$ cat config.mk
export PLATFORM = sky130hd
export DESIGN_NAME = vote_session_ctrl
export DESIGN_NICKNAME = d
export VERILOG_FILES = /design/src/rtl/vote_pkg.sv /design/src/rtl/press_qualifier.sv /design/src/rtl/vote_session_ctrl.sv
export SDC_FILE = /design/constraint.sdc
export NUM_CORES = 1
export LEC_CHECK = 0
export CAP_MARGIN = 20
export CORE_UTILIZATION = 56
export CTS_CLUSTER_DIAMETER = 50
export DETAILED_ROUTE_END_ITERATION = 7
export DONT_BUFFER_PORTS = 1
export PLACE_DENSITY = 0.71
export SYNTH_ARGS = -nofsm -noshare
export SYNTH_HDL_FRONTEND = slang
export SYNTH_HIERARCHICAL = 1
export SYNTH_SLANG_ARGS = --single-unit
export TNS_END_PERCENT = 50
$ cat constraint.sdc
create_clock -name clk -period 2.1 [get_ports clk]
set_input_delay 0.42 -clock clk [delete_from_list [all_inputs] [get_ports clk]]
set_output_delay 0.42 -clock clk [all_outputs]
set_load 0.005 [all_outputs]
$ cat src/rtl/vote_pkg.sv
// Shared types and helpers for the voting-booth ballot sequencer.
package vote_pkg;

  typedef enum logic [2:0] {
    StIdle    = 3'd0,
    StArmed   = 3'd1,
    StCommit  = 3'd2,
    StLockout = 3'd3,
    StResult  = 3'd4
  } state_t;

  localparam int unsigned NUM_CAND_DFLT = 4;
  // Widest button vector the one-hot helper accepts; callers zero-extend into it.
  localparam int unsigned MAX_CAND      = 32;
  localparam int unsigned MAX_IDX_W     = $clog2(MAX_CAND);

  typedef struct packed {
    logic                 valid;
    logic [MAX_IDX_W-1:0] idx;
  } onehot_t;

  // valid is high only for exactly one set bit; idx is then that bit's position.
  function automatic onehot_t onehot_check(input logic [MAX_CAND-1:0] v);
    onehot_t     r;
    int unsigned cnt;
    r   = '0;
    cnt = 0;
    for (int i = 0; i < MAX_CAND; i++) begin
      if (v[i]) begin
        cnt++;
        r.idx = MAX_IDX_W'(i);
      end
    end
    r.valid = (cnt == 1);
    return r;
  endfunction

endpackage

$ cat src/rtl/press_qualifier.sv
// Single-press detector: qualifies a button once exactly one bit has been held
// unchanged for HOLD_CYCLES consecutive samples.
module press_qualifier
  import vote_pkg::*;
#(
  parameter int unsigned NUM_CAND    = NUM_CAND_DFLT,
  parameter int unsigned HOLD_CYCLES = 16,
  localparam int unsigned IDX_W      = (NUM_CAND > 1) ? $clog2(NUM_CAND) : 1
) (
  input  logic                clk,
  input  logic                reset,
  input  logic                clear,
  input  logic [NUM_CAND-1:0] button,
  output logic                qualified,
  output logic [IDX_W-1:0]    idx
);

  localparam int unsigned      HOLD_W    = (HOLD_CYCLES > 1) ? $clog2(HOLD_CYCLES) : 1;
  localparam logic [HOLD_W-1:0] HOLD_LAST = HOLD_W'(HOLD_CYCLES - 1);

  logic [NUM_CAND-1:0] prev_q;
  logic [HOLD_W-1:0]   hold_q;
  logic                press_q;
  logic [IDX_W-1:0]    idx_q;
  onehot_t             oh;
  logic                same_single;

  always_comb begin
    oh          = onehot_check(MAX_CAND'(button));
    same_single = oh.valid && (button == prev_q);
  end

  always_ff @(posedge clk) begin
    if (reset || clear) begin
      prev_q  <= '0;
      hold_q  <= '0;
      press_q <= 1'b0;
      idx_q   <= '0;
    end else begin
      prev_q  <= button;
      press_q <= oh.valid;
      idx_q   <= IDX_W'(oh.idx);
      if (!same_single) begin
        hold_q <= '0;
      end else if (hold_q != HOLD_LAST) begin
        hold_q <= hold_q + 1'b1;
      end
    end
  end

  // press_q guards the HOLD_CYCLES=1 case where hold_q sits at zero with no press.
  assign qualified = press_q && (hold_q == HOLD_LAST);
  assign idx       = idx_q;

endmodule

$ cat src/rtl/vote_session_ctrl.sv
// Per-voter ballot sequencer: issues one single-cycle one-hot vote per officer ballot,
// with post-vote lockout, abandoned-ballot timeout and result-display mode.
module vote_session_ctrl
  import vote_pkg::*;
#(
  parameter int unsigned NUM_CAND       = NUM_CAND_DFLT,
  parameter int unsigned HOLD_CYCLES    = 16,
  parameter int unsigned LOCK_CYCLES    = 64,
  parameter int unsigned TIMEOUT_CYCLES = 4096
) (
  input  logic                clk,
  input  logic                reset,
  input  logic                mode_sw,
  input  logic                ballot_en,
  input  logic [NUM_CAND-1:0] button,
  output logic [NUM_CAND-1:0] vote_valid,
  output logic                mode,
  output logic                ready,
  output logic                vote_cast,
  output logic                timeout,
  output logic [2:0]          state
);

  localparam int unsigned IDX_W  = (NUM_CAND > 1) ? $clog2(NUM_CAND) : 1;
  localparam int unsigned LOCK_W = (LOCK_CYCLES > 1) ? $clog2(LOCK_CYCLES) : 1;
  localparam int unsigned TO_W   = (TIMEOUT_CYCLES > 1) ? $clog2(TIMEOUT_CYCLES) : 1;
  localparam logic [LOCK_W-1:0] LOCK_LAST = LOCK_W'(LOCK_CYCLES - 1);
  localparam logic [TO_W-1:0]   TO_LAST   = TO_W'(TIMEOUT_CYCLES - 1);

  state_t             state_q;
  logic [LOCK_W-1:0]  lock_q;
  logic [TO_W-1:0]    tout_q;
  logic               qualified;
  logic [IDX_W-1:0]   idx;

  // Qualifier only runs while armed, so each ballot starts from a clean hold count.
  press_qualifier #(
    .NUM_CAND    (NUM_CAND),
    .HOLD_CYCLES (HOLD_CYCLES)
  ) u_press (
    .clk       (clk),
    .reset     (reset),
    .clear     (state_q != StArmed),
    .button    (button),
    .qualified (qualified),
    .idx       (idx)
  );

  always_ff @(posedge clk) begin
    if (reset) begin
      state_q    <= StIdle;
      vote_valid <= '0;
      mode       <= 1'b0;
      ready      <= 1'b0;
      vote_cast  <= 1'b0;
      timeout    <= 1'b0;
      lock_q     <= '0;
      tout_q     <= '0;
    end else begin
      vote_valid <= '0;
      vote_cast  <= 1'b0;
      timeout    <= 1'b0;
      ready      <= 1'b0;
      mode       <= (state_q == StResult);
      unique case (state_q)
        StIdle: begin
          if (mode_sw) begin
            state_q <= StResult;
          end else if (ballot_en) begin
            state_q <= StArmed;
            ready   <= 1'b1;
            tout_q  <= '0;
          end
        end
        StArmed: begin
          // Qualification beats a simultaneous timeout.
          if (qualified) begin
            state_q    <= StCommit;
            vote_valid <= NUM_CAND'(1) << idx;
            vote_cast  <= 1'b1;
          end else if (tout_q == TO_LAST) begin
            state_q <= StIdle;
            timeout <= 1'b1;
          end else if (mode_sw) begin
            state_q <= StIdle;
          end else begin
            ready  <= 1'b1;
            tout_q <= tout_q + 1'b1;
          end
        end
        StCommit: begin
          state_q <= StLockout;
          lock_q  <= '0;
        end
        StLockout: begin
          if (lock_q >= LOCK_LAST && button == '0) begin
            state_q <= StIdle;
          end else if (lock_q != LOCK_LAST) begin
            lock_q <= lock_q + 1'b1;
          end
        end
        StResult: begin
          if (!mode_sw) begin
            state_q <= StIdle;
          end
        end
        default: state_q <= StIdle;
      endcase
    end
  end

  assign state = state_q;

endmodule
==> summary.txt <==
Status
  • Outcome: finished clean

Worst setup path
  • Reg2Reg Depth: 7
  • Flop-to-flop setup slack: 130 ps
  • Crit path max-delay family: simple AND/OR/NAND/NOR gates
  • Worst path bufs/invs: 1
  • Crit-path slowest cell: or4_1
  • Crit-path max cell delay: 460 ps
  • Crit Path Max Fanout: 5
  • Crit start category: flop
  • CP arrival: 2200 ps
  • CP required: 2330 ps
  • Crit Path Class: reg -> reg
  • R2r endpoint: tout_q[11]$_SDFFE_PP0P_
  • CP Depth: 7
  • Crit. End Element: flop
  • CP cell instances: ha_1, nand3_1, nor2_2, buf_4, or4_1, mux2_2, a21oi_2
  • Origin of the critical flop-to-flop path: u_press/hold_q[0]$_SDFFE_PP0P_

Synth
  • Sequential area share after synthesis: 38.3%
  • EDFF count, synth: 0
  • Synth top cells by count: 40 x dfxtp_1, 16 x a21oi_1, 16 x nand2_1, 14 x nor3_1, 13 x nand3_1
  • Mapped Area: 2090 um2
  • #FFs+latches synth: 40
  • Ys flop type: dfxtp_1
  • Most frequent cell after synthesis: dfxtp_1
  • Warnings, synthesis: 6
  • Yosys top cell area share: 38.3%
  • Top post-synthesis cells by area: dfxtp_1 38%, a21oi_1 3.8%, ha_1 3.6%
  • Post-Syn Nets: 251
  • Synth Instances: 237
  • Dominant cell type by area after synthesis: dfxtp_1
  • FFs w/ async S/R, synth: 0%
  • Distinct cells, synth: 53
  • Avg Inst Size Synth: 8.83 um2

STA
  • Slew @ Worst Pin: 422 ps
  • Setup violators final: 0
  • RSZ-0062 raised after global routing: no
  • Setup TNS Final: 0 ps
  • Min Clock Period, post-route: 1970 ps
  • Fmax: 0.507 GHz
  • Final period utilization: 94.0%
  • Fin. Hold Viols: 0
  • Smallest hold slack: 187 ps
  • Clk_skew: 3.60 ps
  • Relative slew margins: 71.5%
  • Slew Limit Fails: 0

Final layout
  • FILL cells: 304
  • Synth-to-layout area growth: 8.49%
  • Area occupied by registers: 801 um2
  • Multi-input logic area: 1210 um2
  • Final core utilization: 65.5%
  • # diodes: 0
  • Final net count: 249
  • Layout cells sized above 1: 12.7%

Placed design
  • Hpwl dp: 3070 um
  • GP Congestion: 0.764
  • Port bufs: 0

Detailed routing
  • DRT Pass-1 Iters: 4
  • Post-DRT Antenna Nets: 0
  • Initial DRC count: 100
  • Number of remaining DRC errors: 0
  • Via density: 6.34
  • Detailed Route WL: 4480 um
  • WL/cell: 15.9 um
  • Routed via count: 1,787

Floorplan
  • Core Box Area: 3470 um2
  • DIE AREA: 3990 um2
  • Die Y: 63.1 um
  • Initial Util: 60.4%
  • # rows: 21
  • Die X-Extent: 63.1 um
  • I/O Pins: 19

Global routing
  • Congestion Overflow GR: 0
  • Initial antenna violation count: 0
  • Tot GR Track Use: 24.9%
  • Largest net degree at the start of global routing: 28
  • First-pass GRT wire length: 7890 um
  • Vias in the first global route: 1,728

Clock tree
  • Clk Tree Root Cell: clkbuf_8
  • Worst-path clk slew: 80 ps
  • CTS tree: done
  • H-tree depth: 2
  • CTS max path bufs: 2
  • TritonCTS buffer count: 5
  • Sink Count: 40
  • Hold buffer count at cts: 0
  • Worst skew pair latency: 290 ps

Min path
  • Min-delay src: reset
  • Hold path endpoint: u_press/prev_q[1]$_SDFF_PP0_
  • Hold/Removal Path Class: in -> reg
  • Worst Hold Depth: 1

Flow run
  • Max Cap Viol: 0

Pwr
  • Max rail drop VDD: 0.406 mV
  • Lkg Pwr: 0.779 nW
  • P per Cell Area: 673 nW/um2
flip-flops by register name (all words and copies together), names as in the netlist:
name             flops
tout_q              12
lock_q               6
u_press/hold_q       4
u_press/prev_q       4
vote_valid           4
state                3
u_press/idx          2
mode                 1
ready                1
timeout              1
u_press/press_q      1
vote_cast            1
how the worst max path moves through the flow:
stage                                   start                        endpoint  slack (ps)
2_1_floorplan  u_press/hold_q[0]$_SDFFE_PP0P_         tout_q[10]$_SDFFE_PP0P_          80
3_3_place_gp                        button[0]  u_press/hold_q[3]$_SDFFE_PP0P_          60
3_5_place_dp                        button[1]  u_press/hold_q[3]$_SDFFE_PP0P_         -30
4_1_cts        u_press/hold_q[0]$_SDFFE_PP0P_          tout_q[6]$_SDFFE_PP0P_          70
5_1_grt        u_press/hold_q[0]$_SDFFE_PP0P_          tout_q[3]$_SDFFE_PP0P_          30
6_report       u_press/hold_q[0]$_SDFFE_PP0P_         tout_q[11]$_SDFFE_PP0P_         130
layer usage:
metal,track usage [%],part of all wire [%],vias to the layer above
li1,-,-,878
met1,30.0,46,845
met2,41.7,48,53
met3,5.25,3.7,11
met4,12.5,2.4,0
met5,0,0,-
where the power goes:
part	leakage [nW]	switching [W]	internal, W
clock	0.0541	0.000272	0.000351
sequential	0.323	0.00000888	0.000767
combinational	0.402	0.0000731	0.0000565
what timing repair did:
action                     in CTS  in global routing
resized for setup               0                  2
setup endpoints to repair       0                  4
hold endpoints to repair        0                  0
setup buffers                   0                  1
layout by cell type (no fill, tap or decap), types with 5 or more instances in the layout:
master,instances
nand3_1,13
and3_1,6
a31oi_1,6
dfxtp_1,40
buf_4,6
ha_1,5
nor3_1,14
nand2_1,16
a21oi_1,16
clkbuf_8,5
o21ai_0,7
inv_1,7
nor2_1,11
final cells by class:
cell class | count | share of cell area, %
Sequential cell | 40 | 35.3
Clock inverter | 3 | 1.87
Timing Repair Buffer | 7 | 2.87
Inverter | 8 | 1.32
Clock buffer | 5 | 3.03
Tap cell | 46 | 2.53
Multi-Input combinational cell | 173 | 53.1
kinds of logic (layout without fill, tap and decap cells):
kind of cell / after synthesis / count (layout) / synth area share [%]
AND/OR/NAND/NOR: 97 / 97 / 26.8
XOR/XNOR: 7 / 7 / 2.93
AO/OA/AOI/OAI: 60 / 60 / 21.0
flip-flops: 40 / 40 / 38.3
adder cells (fa/ha/maj): 6 / 6 / 3.59
multiplexers: 3 / 3 / 1.49
buffers and inverters: 24 / 23 / 5.86
worst register-to-register path, cell delays in order, from the launching register on:
cell and delay (ps):
dfxtp_1 350, ha_1 240, nand3_1 180, nor2_2 90, buf_4 170, or4_1 460
mux2_2 290, a21oi_2 130
stage by stage:
stage,std cells,power [W],area [um2],setup WS [ps]
2_1_floorplan,237,0.000909,2120,77.2
3_3_place_gp,273,0.000911,2130,60.4
3_5_place_dp,273,0.000918,2130,-33.2
4_1_cts,281,0.00153,2240,72.5
5_1_grt,282,0.00159,2270,27.9
6_report,282,0.00153,2270,126
No activity file was read; power rests on OpenSTA's default activity.
